$ cat config.mk
export PLATFORM = sky130hd
export DESIGN_NAME = tx_framer
export DESIGN_NICKNAME = d
export VERILOG_FILES = /design/src/rtl/tx_framer.sv
export SDC_FILE = /design/constraint.sdc
export NUM_CORES = 2
export LEC_CHECK = 0
export ABC_AREA = 1
export CORE_ASPECT_RATIO = 2
export CORE_MARGIN = 4
export CORE_UTILIZATION = 62
export CTS_CLUSTER_DIAMETER = 40
export DETAILED_ROUTE_END_ITERATION = 6
export GPL_ROUTABILITY_DRIVEN = 0
export PLACE_DENSITY_LB_ADDON = 0.15
export SETUP_SLACK_MARGIN = 0.1
export SYNTH_ARGS = -nofsm -noshare
export SYNTH_HDL_FRONTEND = slang
export SYNTH_SLANG_ARGS = --single-unit
export TNS_END_PERCENT = 5
$ cat constraint.sdc
create_clock -name clk -period 3.2 [get_ports clk]
set_input_delay 0.64 -clock clk [delete_from_list [all_inputs] [get_ports clk]]
set_output_delay 0.64 -clock clk [all_outputs]
set_load 0.1 [all_outputs]
$ cat src/rtl/tx_framer.sv
// Store-and-forward transmit framer: buffers a whole frame, then streams it to the MAC
// with a valid/ready handshake, padding short frames out to MIN_FRM beats.
module tx_framer #(
    parameter int unsigned       DATA_W   = 8,
    parameter int unsigned       DEPTH    = 256,
    parameter int unsigned       LEN_W    = 16,
    parameter int unsigned       MIN_FRM  = 64,
    parameter logic [DATA_W-1:0] PAD_BYTE = '0
) (
    input  logic              clk,
    input  logic              rst,
    input  logic [DATA_W-1:0] tx_data,
    input  logic              tx_data_valid,
    input  logic [LEN_W-1:0]  frm_len,
    output logic              in_ready,
    output logic [DATA_W-1:0] tx_data_o,
    output logic              valid_flag,
    input  logic              tx_mac_ready,
    output logic              last_byte,
    output logic              frm_err
);

    localparam int unsigned      AW     = (DEPTH > 1) ? $clog2(DEPTH) : 1;
    localparam logic [LEN_W-1:0] MinLen = LEN_W'(MIN_FRM);
    localparam logic [LEN_W-1:0] MaxLen = LEN_W'(DEPTH);

    typedef enum logic [1:0] {StIdle, StLoad, StSend, StPad} state_e;

    state_e            state_q, state_d;
    logic [LEN_W-1:0]  wr_cnt_q, wr_cnt_d;
    logic [LEN_W-1:0]  rd_cnt_q, rd_cnt_d;
    logic [LEN_W-1:0]  len_q, len_d;
    logic              frm_err_q, frm_err_d;
    logic              wr_en;
    logic [LEN_W-1:0]  wr_nxt;
    logic              data_last;
    logic              pad_last;
    logic [DATA_W-1:0] mem [DEPTH];

    assign wr_nxt    = wr_cnt_q + 1'b1;
    assign data_last = (rd_cnt_q == len_q - 1'b1);
    assign pad_last  = (rd_cnt_q == MinLen - 1'b1);
    assign frm_err   = frm_err_q;

    always_comb begin
        state_d    = state_q;
        wr_cnt_d   = wr_cnt_q;
        rd_cnt_d   = rd_cnt_q;
        len_d      = len_q;
        frm_err_d  = 1'b0;
        wr_en      = 1'b0;
        in_ready   = 1'b0;
        valid_flag = 1'b0;
        tx_data_o  = '0;
        last_byte  = 1'b0;
        unique case (state_q)
            StIdle: begin
                in_ready = 1'b1;
                if (tx_data_valid) begin
                    if (frm_len == '0 || frm_len > MaxLen) begin
                        frm_err_d = 1'b1;
                    end else begin
                        wr_en    = 1'b1;
                        len_d    = frm_len;
                        wr_cnt_d = LEN_W'(1);
                        state_d  = (frm_len == LEN_W'(1)) ? StSend : StLoad;
                    end
                end
            end
            StLoad: begin
                in_ready = 1'b1;
                if (tx_data_valid) begin
                    wr_en    = 1'b1;
                    wr_cnt_d = wr_nxt;
                    if (wr_nxt == len_q) state_d = StSend;
                end
            end
            StSend: begin
                valid_flag = 1'b1;
                tx_data_o  = mem[rd_cnt_q[AW-1:0]];
                last_byte  = data_last && (len_q >= MinLen);
                if (tx_mac_ready) begin
                    rd_cnt_d = rd_cnt_q + 1'b1;
                    if (data_last) begin
                        if (len_q >= MinLen) begin
                            state_d  = StIdle;
                            rd_cnt_d = '0;
                            wr_cnt_d = '0;
                        end else begin
                            state_d = StPad;
                        end
                    end
                end
            end
            StPad: begin
                // rd_cnt keeps counting total beats so the pad stops at MIN_FRM
                valid_flag = 1'b1;
                tx_data_o  = PAD_BYTE;
                last_byte  = pad_last;
                if (tx_mac_ready) begin
                    rd_cnt_d = rd_cnt_q + 1'b1;
                    if (pad_last) begin
                        state_d  = StIdle;
                        rd_cnt_d = '0;
                        wr_cnt_d = '0;
                    end
                end
            end
            default: state_d = StIdle;
        endcase
    end

    always_ff @(posedge clk or posedge rst) begin
        if (rst) begin
            state_q   <= StIdle;
            wr_cnt_q  <= '0;
            rd_cnt_q  <= '0;
            len_q     <= '0;
            frm_err_q <= 1'b0;
        end else begin
            state_q   <= state_d;
            wr_cnt_q  <= wr_cnt_d;
            rd_cnt_q  <= rd_cnt_d;
            len_q     <= len_d;
            frm_err_q <= frm_err_d;
        end
    end

    // Buffer is deliberately not reset
    always_ff @(posedge clk) begin
        if (wr_en) mem[wr_cnt_q[AW-1:0]] <= tx_data;
    end

endmodule

==> flow_summary.json <==
{
  "layout-drive-gt1-share_pct": 17.2,
  "wl_per_cell_um": 26.1,
  "fmax_mhz": 230,
  "hpwl_um": 163000,
  "multi_input_area_um2": 22800,
  "die_height_um": 538,
  "yosysSeqAreaShare_pct": 72.1,
  "start_util_pct": 62.4,
  "holdBufCountCts": 0,
  "cts-root-buf": "clkbuf_16",
  "maxCapViolCount": 0,
  "crit_type": "register to primary output",
  "antenna_found_initial": 8,
  "path_max_fanout": 13,
  "critPathArrivalTime_ns": 3.70,
  "start_kind": "register",
  "syn_area_um2": 87000,
  "fin_skew_ns": 0.0310,
  "grt_pass1_vias": 61500,
  "fillers": 8634,
  "regArea_um2": 62800,
  "die_w_um": 273,
  "viasPerCell": 6.24,
  "switching_share_pct": 35.7,
  "tns_ns": -9.33,
  "die-area_um2": 147000,
  "hold_path_class": "input pin to register",
  "htreeDepth": 4,
  "final_antenna_net_count": 0,
  "grt_max_degree": 87,
  "avgSynthCellArea_um2": 11.5,
  "io_pins": 40,
  "worstMarginPinSlew_ns": 0.925,
  "yosysWarnings": 0,
  "min_period_over_period_pct": 136,
  "cts_tree": "done",
  "area_growth_pct": 20.2,
  "slew_violations": 0,
  "violations": "setup timing",
  "clk_path_buf_depth": 4,
  "firstDrtPassIters": 7,
  "end_kind": "primary output",
  "p_leak_nw": 37.8,
  "dr_wl_met2_um": 135000,
  "switchingPower_mw": 30.7,
  "num_vias": 63400,
  "nNetsFinal": 8188,
  "fin_crit_ns": 4.34,
  "setup_violations": 9,
  "syn_inst": 7571,
  "pwr-share-seq_pct": 35.4,
  "clkLatencyLatePin_ns": 0.84,
  "grt_usage_pct": 35.1,
  "cts.sinks": 2099,
  "clk_pin_slew_ns": 0.06,
  "vdd_drop_max_uv": 751,
  "synth_nets": 7606,
  "comb_power_share_pct": 38.8,
  "portBuffers": 39,
  "cts_buffers": 181,
  "grt_overflow_total": 0,
  "setup_slack_ns": -1.14,
  "slew_headroom_pct": 38.3,
  "p_total_mw": 85.9,
  "dr_wl_met3_um": 23300,
  "grt_setup_unrepaired": "true",
  "power.density_nw_per_um2": 821,
  "synth.ff_latch_count": 2099,
  "drt_iter0_markers": 8446,
  "routed_wirelength_um": 265000,
  "core-area_um2": 140000,
  "required_ns": 2.56,
  "synth_cell_type_count": 41,
  "hold_viol": 0,
  "drc": 0,
  "outcome": "finished, violations left",
  "top_layer": "met5",
  "intPower_mw": 55.2,
  "met1_length_um": 84100,
  "power.share.clock_pct": 25.9,
  "num_rows": 194,
  "grt_pass1_wl_um": 382000
}
-- worst paths after layout --
check	start	endpoint	slack [ns]	cells past startpoint
max	rd_cnt_q[0]	tx_data_o[5]	-1.14	16
min	tx_data[4]	mem[194][4]	0.21	1
max reg2reg	wr_cnt_q[0]	state_q[0]	0.41	16
min reg2reg	wr_cnt_q[15]	wr_cnt_q[15]	0.52	2
max in group asynchronous	rst	rd_cnt_q[0]	2.30	3
min in group asynchronous	rst	rd_cnt_q[15]	0.26	2
-- area by class of cell --
type | instances | area share, %
tap | 1862 | 2.23
timing repair buffer | 891 | 9.86
timing repair inverter | 1 | 0.00837
inverter | 119 | 0.491
sequential | 2099 | 60.0
clock inverter | 101 | 1.11
clock buffer | 217 | 4.52
antenna | 3 | 0.00717
multi-input combinational | 4860 | 21.8
-- flip-flops by register name, summed over array words and instances (netlist names) --
signal / cells
mem: 2048
len_q: 16
rd_cnt_q: 16
wr_cnt_q: 16
state_q: 2
frm_err: 1
-- stage by stage --
stage / cells / worst slack (ns) / util, % / instance area, um^2 / hold WS (ns)
floorplan: 7571 / -0.379 / - / 87100 / 0.472
global placement: 9715 / -0.572 / 68.1 / 95000 / 0.489
detailed placement: 9715 / -0.558 / 68.1 / 95000 / 0.498
CTS: 10100 / -1.05 / 73.6 / 103000 / 0.206
global route: 10200 / -1.15 / 75.0 / 105000 / 0.218
finish: 10200 / -1.14 / 75.0 / 105000 / 0.213
-- timing repair --
item / in CTS / in global routing
cloned: 23 / 27
endpoints found under the setup margin: 9 / 9
setup buffers: 27 / 41
resized for setup: 180 / 259
pin swaps: 40 / 130
-- worst max-delay path: stages, from the launching register on --
cell and delay [ns]:
dfrtp_4 0.44, buf_12 0.16, buf_6 0.14, buf_12 0.17, buf_16 0.16, buf_4 0.14
nand2_1 0.07, nand3_1 0.12, nand3_1 0.10, nand3_2 0.10, nand2_1 0.06, nand2_1 0.09
o211ai_1 0.25, nand2_1 0.24, nand3_4 0.12, a21oi_4 0.27, buf_12 0.21
-- power by group through the flow --
stage	clock network [mW]	logic (mW)	registers, mW
2_1_floorplan	0	15.3	30.9
3_3_place_gp	0	26.6	31.0
3_5_place_dp	0	27.0	31.0
4_1_cts	22.3	30.0	30.4
5_1_grt	23.4	35.1	30.4
6_report	22.2	33.3	30.4
-- placed cells by master (no fill, tap or decap), drive strengths merged, types with 2 or more instances in the layout --
master	Yosys	layout
diode	0	3
bufbuf	0	7
clkinvlp	0	6
edfxtp	2048	2048
clkinv	3	66
inv	116	125
nor4	7	7
xor2	20	20
o211ai	170	170
dfrtp	51	51
nor3	5	5
a21oi	45	45
nand2	1725	1725
bufinv	0	24
nor2	1110	1110
nand4	19	19
o21bai	2	2
clkbuf	170	244
nand3b	3	3
xnor2	8	8
o21ai	505	505
clkdlybuf4s50	0	19
ha	7	7
buf	323	838
nand3	1228	1228
-- cells in the mapped netlist, drive strengths merged --
cell,n,area share [%]
nand4,19,0.18
edfxtp,2048,71
nor4,7,0.058
o21ai,505,2.9
clkbuf,170,0.73
o31ai,1,0.0086
dfrtp,51,1.5
buf,323,1.9
a31oi,1,0.0072
inv,116,0.50
a21boi,1,0.0086
clkinv,3,0.013
nand2,1725,7.4
ha,7,0.10
xnor2,8,0.081
a21oi,45,0.26
or2,1,0.0072
nand3b,3,0.026
nand3,1228,7.1
xor2,20,0.20
nor3b,1,0.0086
o211ai,170,1.5
nor2,1110,4.8
nor3,5,0.042
and2,1,0.0072
o21bai,2,0.017
-- kinds of logic after synthesis --
logic type                 Yosys count  share of synthesized area, %
and+or+nand+nor                   4100                          19.7
xor gates and xnor gates            28                         0.282
DFF                               2099                          72.1
adders and majority gates            7                         0.101
AOI/OAI and AO/OA                  725                          4.71
buffers and inverters              612                          3.13
-- per-layer routing --
layer	vias to the layer above	track usage [%]
met3	1077	4.87
met1	30500	39.7
met4	6	25.2
met2	3929	61.3
met5	-	0
li1	27800	-
(Power assumes the default switching activity.)
